$ cat config.mk
export PLATFORM = sky130hd
export DESIGN_NAME = bus_arbiter
export DESIGN_NICKNAME = d
export VERILOG_FILES = /design/src/rtl/bus_arbiter.sv
export SDC_FILE = /design/constraint.sdc
export NUM_CORES = 1
export LEC_CHECK = 0
export CAP_MARGIN = 20
export CORE_MARGIN = 4
export CORE_UTILIZATION = 42
export CTS_CLUSTER_DIAMETER = 30
export DETAILED_ROUTE_END_ITERATION = 7
export GPL_TIMING_DRIVEN = 0
export MAX_ROUTING_LAYER = met4
export PLACE_DENSITY = 0.84
export SYNTH_ARGS = -nofsm -noshare
export SYNTH_HDL_FRONTEND = slang
export SYNTH_SLANG_ARGS = --single-unit
export TNS_END_PERCENT = 10
$ cat constraint.sdc
create_clock -name clk -period 4.3 [get_ports clk]
set_clock_uncertainty 0.05 [all_clocks]
set_input_delay 0.43 -clock clk [delete_from_list [all_inputs] [get_ports clk]]
set_output_delay 0.43 -clock clk [all_outputs]
set_load 0.005 [all_outputs]
$ cat src/rtl/bus_arbiter.sv
// bus_arbiter: two-master, one-slave arbiter for the peripheral bus.
// Serialises read/write transactions from m0 and m1 with round-robin
// fairness, holds the slave strobes until completion and returns a
// one-cycle completion pulse to the owning master.
// Optional read timeout is compiled in by defining ARB_TIMEOUT_EN; without
// it a read waits for s_rd_valid indefinitely and timeout is tied low.
module bus_arbiter #(
  parameter int unsigned    W        = 32,
  parameter int unsigned    AW       = 16,
  parameter int unsigned    TIMEOUT  = 255,
  parameter logic [W-1:0]   ERR_DATA = 32'hDEADBEEF
) (
  input  logic          clk,
  input  logic          rst,

  input  logic [AW-1:0] m0_addr,
  input  logic          m0_ren,
  input  logic          m0_wen,
  input  logic [W-1:0]  m0_wdata,
  input  logic [3:0]    m0_wmask,
  output logic [W-1:0]  m0_rdata,
  output logic          m0_rd_valid,
  output logic          m0_wack,

  input  logic [AW-1:0] m1_addr,
  input  logic          m1_ren,
  input  logic          m1_wen,
  input  logic [W-1:0]  m1_wdata,
  input  logic [3:0]    m1_wmask,
  output logic [W-1:0]  m1_rdata,
  output logic          m1_rd_valid,
  output logic          m1_wack,

  output logic [AW-1:0] s_addr,
  output logic          s_ren,
  output logic          s_wen,
  output logic [W-1:0]  s_wdata,
  output logic [3:0]    s_wmask,
  input  logic [W-1:0]  s_rdata,
  input  logic          s_rd_valid,

  output logic          timeout
);

  typedef enum logic [1:0] {
    IDLE  = 2'd0,
    READ  = 2'd1,
    WRITE = 2'd2,
    DONE  = 2'd3
  } arbState_e;

  arbState_e       r_state;
  arbState_e       w_nextState;

  logic            r_owner;
  logic            r_lastGrant;
  logic            r_isRead;
  logic [AW-1:0]   r_addr;
  logic [W-1:0]    r_wdata;
  logic [3:0]      r_wmask;
  logic [W-1:0]    r_m0Rdata;
  logic [W-1:0]    r_m1Rdata;

  logic            w_req0;
  logic            w_req1;
  logic            w_grant;
  logic            w_winner;
  logic            w_winWrite;
  logic            w_capture;
  logic            w_countHit;
  logic [W-1:0]    w_rdataIn;

  // A master is requesting whenever either strobe is high; a write strobe
  // takes precedence over a read strobe from the same master.
  always_comb begin
    w_req0 = m0_ren | m0_wen;
    w_req1 = m1_ren | m1_wen;
  end

`ifdef ARB_TIMEOUT_EN
  localparam int CNT_W = (TIMEOUT > 1) ? $clog2(TIMEOUT + 1) : 1;

  logic [CNT_W-1:0] r_count;
  logic             r_timedOut;

  // The final READ cycle is the one in which the counter shows TIMEOUT-1.
  assign w_countHit = (r_count == CNT_W'(TIMEOUT - 1));

  // On expiry the owner receives the error pattern instead of slave data.
  assign w_rdataIn  = s_rd_valid ? s_rdata : ERR_DATA;

  // Counts READ cycles; cleared everywhere else so it starts at zero on entry.
  always_ff @(posedge clk) begin
    if (rst) begin
      r_count    <= '0;
      r_timedOut <= 1'b0;
    end else begin
      if (r_state == READ) begin
        r_count <= r_count + CNT_W'(1);
      end else begin
        r_count <= '0;
      end
      if (w_grant) begin
        r_timedOut <= 1'b0;
      end else if ((r_state == READ) && !s_rd_valid && w_countHit) begin
        r_timedOut <= 1'b1;
      end
    end
  end

  assign timeout = (r_state == DONE) && r_timedOut;
`else
  logic w_unusedParams;

  assign w_unusedParams = ^{ERR_DATA, TIMEOUT};
  assign w_countHit     = 1'b0;
  assign w_rdataIn      = s_rdata;
  assign timeout        = 1'b0;
`endif

  // State register; reset returns to IDLE even in the middle of a transaction.
  always_ff @(posedge clk) begin
    if (rst) begin
      r_state <= IDLE;
    end else begin
      r_state <= w_nextState;
    end
  end

  // Next-state, arbitration and strobe/pulse generation.
  always_comb begin
    w_nextState = r_state;
    w_grant     = 1'b0;
    w_winner    = 1'b0;
    w_winWrite  = 1'b0;
    w_capture   = 1'b0;
    s_ren       = 1'b0;
    s_wen       = 1'b0;
    m0_rd_valid = 1'b0;
    m1_rd_valid = 1'b0;
    m0_wack     = 1'b0;
    m1_wack     = 1'b0;
    case (r_state)
      IDLE: begin
        if (w_req0 || w_req1) begin
          w_grant = 1'b1;
          if (w_req0 && w_req1) begin
            w_winner = ~r_lastGrant;
          end else begin
            w_winner = w_req1;
          end
          w_winWrite  = w_winner ? m1_wen : m0_wen;
          w_nextState = w_winWrite ? WRITE : READ;
        end
      end
      READ: begin
        s_ren = 1'b1;
        if (s_rd_valid || w_countHit) begin
          w_capture   = 1'b1;
          w_nextState = DONE;
        end
      end
      WRITE: begin
        s_wen       = 1'b1;
        w_nextState = DONE;
      end
      DONE: begin
        w_nextState = IDLE;
        if (r_isRead) begin
          if (r_owner) begin
            m1_rd_valid = 1'b1;
          end else begin
            m0_rd_valid = 1'b1;
          end
        end else begin
          if (r_owner) begin
            m1_wack = 1'b1;
          end else begin
            m0_wack = 1'b1;
          end
        end
      end
      default: begin
        w_nextState = IDLE;
      end
    endcase
  end

  // Latches the winner's transaction on grant and remembers it for fairness.
  always_ff @(posedge clk) begin
    if (rst) begin
      r_owner     <= 1'b0;
      r_lastGrant <= 1'b1;
      r_isRead    <= 1'b0;
      r_addr      <= '0;
      r_wdata     <= '0;
      r_wmask     <= '0;
    end else if (w_grant) begin
      r_owner     <= w_winner;
      r_lastGrant <= w_winner;
      r_isRead    <= ~w_winWrite;
      r_addr      <= w_winner ? m1_addr  : m0_addr;
      r_wdata     <= w_winner ? m1_wdata : m0_wdata;
      r_wmask     <= w_winner ? m1_wmask : m0_wmask;
    end
  end

  // Per-master read data holds until that master's next read completes.
  always_ff @(posedge clk) begin
    if (rst) begin
      r_m0Rdata <= '0;
      r_m1Rdata <= '0;
    end else if (w_capture) begin
      if (r_owner) begin
        r_m1Rdata <= w_rdataIn;
      end else begin
        r_m0Rdata <= w_rdataIn;
      end
    end
  end

  assign s_addr   = r_addr;
  assign s_wdata  = r_wdata;
  assign s_wmask  = r_wmask;
  assign m0_rdata = r_m0Rdata;
  assign m1_rdata = r_m1Rdata;

endmodule

==> results.md, run 1 <==
- Status: complete, no violations
- Vias in the first global route: 5165
- Final setup vio count: 0
- Psw: 1.35 mW
- Clk pin slew, worst setup/hold paths: 0.05 ns
- Global-route usage over all layers: 25.8%
- Fin crit share: 51.0%
- CP max stage delay: 0.52 ns
- CP Capture Type: output pin
- Sequential share of the synthesized area: 49.7%
- Worst skew pair latency: 0.42 ns
- Synth Flop Type: dfxtp_1
- Layout cell share with drive strength beyond 1: 7.93%
- FFs w/ async S/R, synth: 0%
- CP Launch Type: register
- Worst endpoint required time: 3.82 ns
- CTS sink cnt: 121
- Synth area leader: dfxtp_1
- Cell Pwr Density: 537 nW/um2
- Placed cell count: 1019
- CP top delay family: buffers and inverters
- Core ar.: 11400 um2
- 1st-iter DRT viols: 324
- Post-synth EDFFs: 0
- Root Buffer: clkbuf_16
- Max FO, Critical Path: 9
- RePlAce Congestion: 0.874
- Hold Vio Cnt, Final: 0
- Final non-filler cell total: 1051
- Sum Neg Setup Slack: 0 ns
- Via/cell ratio: 4.98
- Syn Nets: 761
- # IOs: 266
- Vias after detailed routing: 5235
- Initial core utilization: 42.8%
- Port Buffer Count: 263
- Largest net degree at the start of global routing: 17
- Comb power frac: 33.9%
- Die width: 116 um
- Slew Viols, Final: 0
- Mapped Area: 4870 um2
- Largest cells by area after synthesis: dfxtp_1 (50%), nand2_1 (14%), nor2_1 (8.3%)
- CP max-delay cell: clkdlybuf4s50_1
- Hold/Removal Path Class: register to register
- PostCTS Resize Cnt: 0
- Clock share of power: 33.2%
- DRC: 0
- # fillers: 850
- Syn Area/Cell: 7.95 um2
- Detailed-route wire length per cell: 16.3 um
- Worst-path cell chain: clkbuf_1 > and3_1 > clkdlybuf4s50_1
- Leakage Power: 3.08 nW
- Period minus WS final: 2.19 ns
- Setup CP Type: register to output pin
- Sw Ratio: 30.2%
- Top-area cell type share of the netlist area: 49.7%
- Global-route wire length before repair: 25.7 mm
- Synth Register Bits: 121
- Rows: 39
- Hold_buf cts: 0
- Ant diodes: 0
- Worst path arrival time: 1.71 ns
- RSZ-0062 raised after global routing: false
- Initial antenna violation count: 0
- Rel. slew slack: 65.9%
- Num CTS Buffers: 17
- Worst-margin pin slew: 0.512 ns
- Die height: 116 um
- F_max: 456 MHz
- Distinct cell type count after synthesis: 33
- Area delta synth->final: 70.5%
- Drt total wl: 17.2 mm
- Gate Count Post-Synth: 613
- CTS tree: yes
- # nets final: 1043
- Buffers & Inverters on Critical Path: 2
- Grt total ovfl: 0
- Post-route ant nets: 0
- VDD IR max: 0.368 mV
- Clock Path Buffers: 2
- Die area: 13400 um2
- Synth Warn #: 0
- DR pass1 iterations: 4
- Max_cap viols: 0
- DP Wirelength: 12.6 mm
- Pint: 3.11 mW
- Postcts setup bufs: 0
- H-Tree Level Count: 4
- Sequential power share: 33.0%
path summary, 6_finish.rpt:
kind / startpoint / end / slack, ns / cells after the start
setup / recovery: r_owner / m1_rd_valid / 2.11 / 3
hold / removal: s_addr[12] / s_addr[12] / 0.40 / 2
setup reg to reg: r_state[1] / s_wdata[19] / 2.43 / 7
hold reg to reg: s_addr[12] / s_addr[12] / 0.40 / 2
cell type report:
cell class / instances / area [um2] / area share (%)
buffer: 47 / 303 / 3.65
clock buffer: 19 / 453 / 5.45
clock inverter: 13 / 170 / 2.05
inverter: 2 / 7.51 / 0.0904
multi-input combinational: 443 / 2140 / 25.7
sequential: 121 / 2420 / 29.2
tap: 143 / 179 / 2.15
timing repair buffer: 263 / 2630 / 31.7
cells in the final DEF (no fill, tap or decap), types with 3 or more instances in the layout:
cell type          n
clkinv_4           5
nor3_1             3
clkinvlp_4         3
clkbuf_16         17
dfxtp_1          121
clkbuf_1          21
nand2_1          184
buf_6              9
clkbuf_8           4
clkdlybuf4s50_1  263
o31ai_1           42
buf_4              8
buf_2              7
ha_1               5
bufinv_16          3
o31ai_2           10
a21oi_1           68
nor2_1           108
per-stage QoR:
step	worst slack, ns	cell area, um2	power [mW]	hold slack (ns)	utilization, %
global placement	2.03	7680	2.98	0.383	67.6
finish	2.11	8310	4.46	0.396	73.0
global route	2.00	8310	4.69	0.422	73.0
CTS	2.08	8310	4.49	0.401	73.0
floorplan	2.67	4870	2.22	0.397	-
detailed placement	1.98	7680	3.00	0.388	67.6
worst register-to-register path: cells and delay by family (launching register included):
kind	cells	cell delay, ns
buffers and inverters	3	0.44
AOI/OAI and AO/OA	2	0.44
DFF	1	0.32
adders and majority gates	1	0.29
and+or+nand+nor	1	0.22
cells in the mapped netlist (all sizes together), types with 2 or more instances:
master / instances
o21ai: 2
or2: 2
a21oi: 68
clkbuf: 23
ha: 5
o31ai: 52
nor2: 108
a211o: 2
and3: 2
nor2b: 2
nand2: 184
nor3b: 2
nor3: 3
inv: 2
buf: 24
dfxtp: 121
per-layer routing:
metal | vias to the layer above | track usage [%] | routed length [um]
met5 | - | - | 0
met4 | 0 | 10.4 | 499
met3 | 39 | 9.82 | 1820
met2 | 250 | 42.9 | 8230
met1 | 2365 | 27.9 | 6610
li1 | 2581 | - | -
logic make-up (layout without fill, tap and decap cells):
group / Yosys count / count (layout) / synth area share (%)
buffers and inverters: 49 / 344 / 6.37
adders and majority gates: 5 / 5 / 1.28
and+or+nand+nor: 308 / 308 / 24.6
DFF: 121 / 121 / 49.7
other: 1 / 1 / 0.0770
AOI/OAI and AO/OA: 129 / 129 / 18.0
power groups by stage:
stage,Clock (mW),Sequential (mW),Combinational [mW]
finish,1.48,1.47,1.51
global route,1.55,1.50,1.64
CTS,1.50,1.47,1.52
detailed placement,0,1.49,1.51
global placement,0,1.49,1.49
floorplan,0,1.51,0.713
flip-flops by register name, indices dropped and copies added, names as in the netlist:
name         cells
r_state          2
m1_rdata        32
r_lastGrant      1
r_owner          1
s_wmask          4
m0_rdata        32
r_isRead         1
s_addr          16
s_wdata         32
(Power assumes the default switching activity.)
==> inputs of run 2 (changes only) <==
--- a/config.mk
+++ b/config.mk
@@ -7,12 +7,12 @@
 export LEC_CHECK = 0
 export CAP_MARGIN = 20
 export CORE_MARGIN = 4
-export CORE_UTILIZATION = 42
+export CORE_UTILIZATION = 39
 export CTS_CLUSTER_DIAMETER = 30
 export DETAILED_ROUTE_END_ITERATION = 7
 export GPL_TIMING_DRIVEN = 0
 export MAX_ROUTING_LAYER = met4
-export PLACE_DENSITY = 0.84
+export PLACE_DENSITY = 0.79
 export SYNTH_ARGS = -nofsm -noshare
 export SYNTH_HDL_FRONTEND = slang
 export SYNTH_SLANG_ARGS = --single-unit
==> constraint.sdc (replaced) <==
create_clock -name clk -period 2.3 [get_ports clk]
set_clock_uncertainty 0.05 [all_clocks]
set_input_delay 0.23 -clock clk [delete_from_list [all_inputs] [get_ports clk]]
set_output_delay 0.23 -clock clk [all_outputs]
set_load 0.005 [all_outputs]
==> run 2 against run 1 <==
Effect of this change:
- wire length up 0.17%
- critical path depth up 1
- worst setup slack worse by 1.8 ns
- flip-flop and latch count unchanged
- worst hold slack worse by 0.046 ns
- register-to-register slack worse by 2.1 ns
- total power up 79%
- core utilization down 4.9 points
- largest power group unchanged
- highest routed layer unchanged
==> results.md, run 2 (synthesis results as in run 1) <==
- Worst-margin pin slew: 0.580 ns (was 0.512 ns)
- Area delta synth->final: 69.4% (was 70.5%)
- Rows: 40 (was 39)
- Drt total wl: 17.2 mm (about the same)
- Hold endpoint: m1_rdata[14] (was s_addr[12])
- Clock Path Buffers: 2 (unchanged)
- Global-route wire length before repair: 26.5 mm (was 25.7 mm)
- Core ar.: 12100 um2 (was 11400 um2)
- Final Core Density: 68.1% (was 73.0%)
- H-Tree Level Count: 4 (unchanged)
- PostCTS Resize Cnt: 0 (unchanged)
- Most common cell after layout, fill and taps aside: clkdlybuf4s50_1 (unchanged)
- Setup CP Type: register to output pin (unchanged)
- Via/cell ratio: 4.89 (was 4.98)
- Period minus WS final: 2.00 ns
- Rel. slew slack: 61.3% (was 65.9%)
- Port Buffer Count: 263 (unchanged)
- CTS sink cnt: 121 (unchanged)
- Largest net degree at the start of global routing: 17 (unchanged)
- Cell Pwr Density: 970 nW/um2 (was 537 nW/um2)
- Num CTS Buffers: 17 (unchanged)
- Post-route ant nets: 0 (unchanged)
- Leakage Power: 3.05 nW (was 3.08 nW)
- Hold/Removal Path Class: input port to register (was register to register)
- Grt total ovfl: 0 (unchanged)
- Setup slack, reg-to-reg: 0.36 ns (was 2.43 ns)
- Die area: 14300 um2 (was 13400 um2)
- Final setup vio count: 0 (unchanged)
- # IOs: 266 (unchanged)
- Sequential power share: 34.4% (was 33.0%)
- Worst path arrival time: 1.72 ns (was 1.71 ns)
- Psw: 2.43 mW (was 1.35 mW)
- Hold Vio Cnt, Final: 0 (unchanged)
- CP Launch Type: register (unchanged)
- CTS tree: yes (unchanged)
- Sw Ratio: 30.3% (was 30.2%)
- HP Start: s_rdata[14] (was s_addr[12])
- Worst reg-to-reg path cell count: 7 (unchanged)
- Fin crit share: 86.8%
- VDD IR max: 0.565 mV (was 0.368 mV)
- Status: complete, no violations (unchanged)
- Hold_buf cts: 0 (unchanged)
- CP Capture Type: output pin (unchanged)
- RePlAce Congestion: 0.824 (was 0.874)
- Worst hold stages: 3 (was 2)
- # fillers: 1031 (was 850)
- Worst skew pair latency: 0.41 ns (was 0.42 ns)
- DR pass1 iterations: 5 (was 4)
- Ant diodes: 0 (unchanged)
- Clk pin slew, worst setup/hold paths: 0.05 ns (about the same)
- Initial core utilization: 40.2% (was 42.8%)
- Sum Neg Setup Slack: 0 ns (unchanged)
- R2r endpoint: s_wdata[8] (was s_wdata[19])
- Root Buffer: clkbuf_16 (unchanged)
- RSZ-0062 raised after global routing: false (unchanged)
- # nets final: 1043 (unchanged)
- Detailed-route wire length per cell: 16.0 um (was 16.3 um)
- Die width: 120 um (was 116 um)
- Pint: 5.58 mW (was 3.11 mW)
- Layout cell share with drive strength beyond 1: 7.50% (was 7.93%)
- Global-route usage over all layers: 24.3% (was 25.8%)
- Max FO, Critical Path: 9 (unchanged)
- Commonest non-fill, non-tap cells in the layout: clkdlybuf4s50_1 (263), nand2_1 (184), dfxtp_1 (121) (unchanged)
- Worst endpoint required time: 2.02 ns (was 3.82 ns)
- F_max: 501 MHz
- Initial antenna violation count: 0 (unchanged)
- Clock share of power: 30.4% (was 33.2%)
- DRC: 0 (unchanged)
- Slew Viols, Final: 0 (unchanged)
- Die height: 120 um (was 116 um)
- RR Startpoint: r_state[1] (unchanged)
- 1st-iter DRT viols: 295 (was 324)
- Max_cap viols: 0 (unchanged)
- DP Wirelength: 12.8 mm (was 12.6 mm)
- Postcts setup bufs: 0 (unchanged)
- Vias after detailed routing: 5255 (was 5235)
- Vias in the first global route: 5174 (was 5165)
- Comb power frac: 35.3% (was 33.9%)
run 2: worst max path at each step:
stage	from	end	slack, ns
2_1_floorplan	r_state[0]	s_wdata[21]	0.67
3_3_place_gp	m1_wen	s_wdata[26]	0.24
3_5_place_dp	m0_wen	s_wdata[21]	0.15
4_1_cts	r_state[0]	m0_wack	0.30
5_1_grt	r_state[1]	m0_rdata[30]	0.14
6_report	r_owner	m1_wack	0.30
run 2: power groups by stage:
stage | sequential (mW) | combinational, mW | clock [mW]
final | 2.75 | 2.82 | 2.43
after global routing | 2.80 | 3.09 | 2.57
after CTS | 2.75 | 2.87 | 2.48
after detailed placement | 2.79 | 2.85 | 0
after global placement | 2.78 | 2.81 | 0
after floorplan | 2.82 | 1.33 | 0
run 2: routing by layer:
metal	share of wire [%]	global-route usage, %	vias to the layer above
met5	0	-	-
met4	2.8	10.2	0
met3	9.8	9.75	39
met2	47	38.9	230
met1	41	27.0	2406
li1	-	-	2580
run 2: layout make-up:
type | count | area [um2] | share of cell area (%)
multi-input cells | 443 | 2140 | 25.9
well taps | 168 | 210 | 2.55
inverters | 2 | 7.51 | 0.0910
repair buffers | 263 | 2630 | 31.9
plain buffers | 47 | 303 | 3.67
clock inverters | 9 | 75.1 | 0.910
flip-flops and latches | 121 | 2420 | 29.4
clock buffers | 22 | 464 | 5.62
run 2: critical path: stages, from the launching register on:
cell and delay [ns]:
dfxtp_1 0.30, clkbuf_1 0.26, nand2_1 0.08, nor2_1 0.13
clkdlybuf4s50_1 0.53
run 2: metrics by stage:
| stage | setup WS (ns) | area, um2 | power (mW) | hold WS (ns) | instances |
|---|---|---|---|---|---|
| 2_1_floorplan | 0.670 | 4870 | 4.15 | 0.316 | 613 |
| 6_report | 0.303 | 8250 | 8.01 | 0.350 | 1075 |
| 3_5_place_dp | 0.149 | 7710 | 5.64 | 0.388 | 1044 |
| 4_1_cts | 0.295 | 8250 | 8.10 | 0.325 | 1075 |
| 5_1_grt | 0.138 | 8250 | 8.47 | 0.348 | 1075 |
| 3_3_place_gp | 0.236 | 7710 | 5.59 | 0.383 | 1044 |
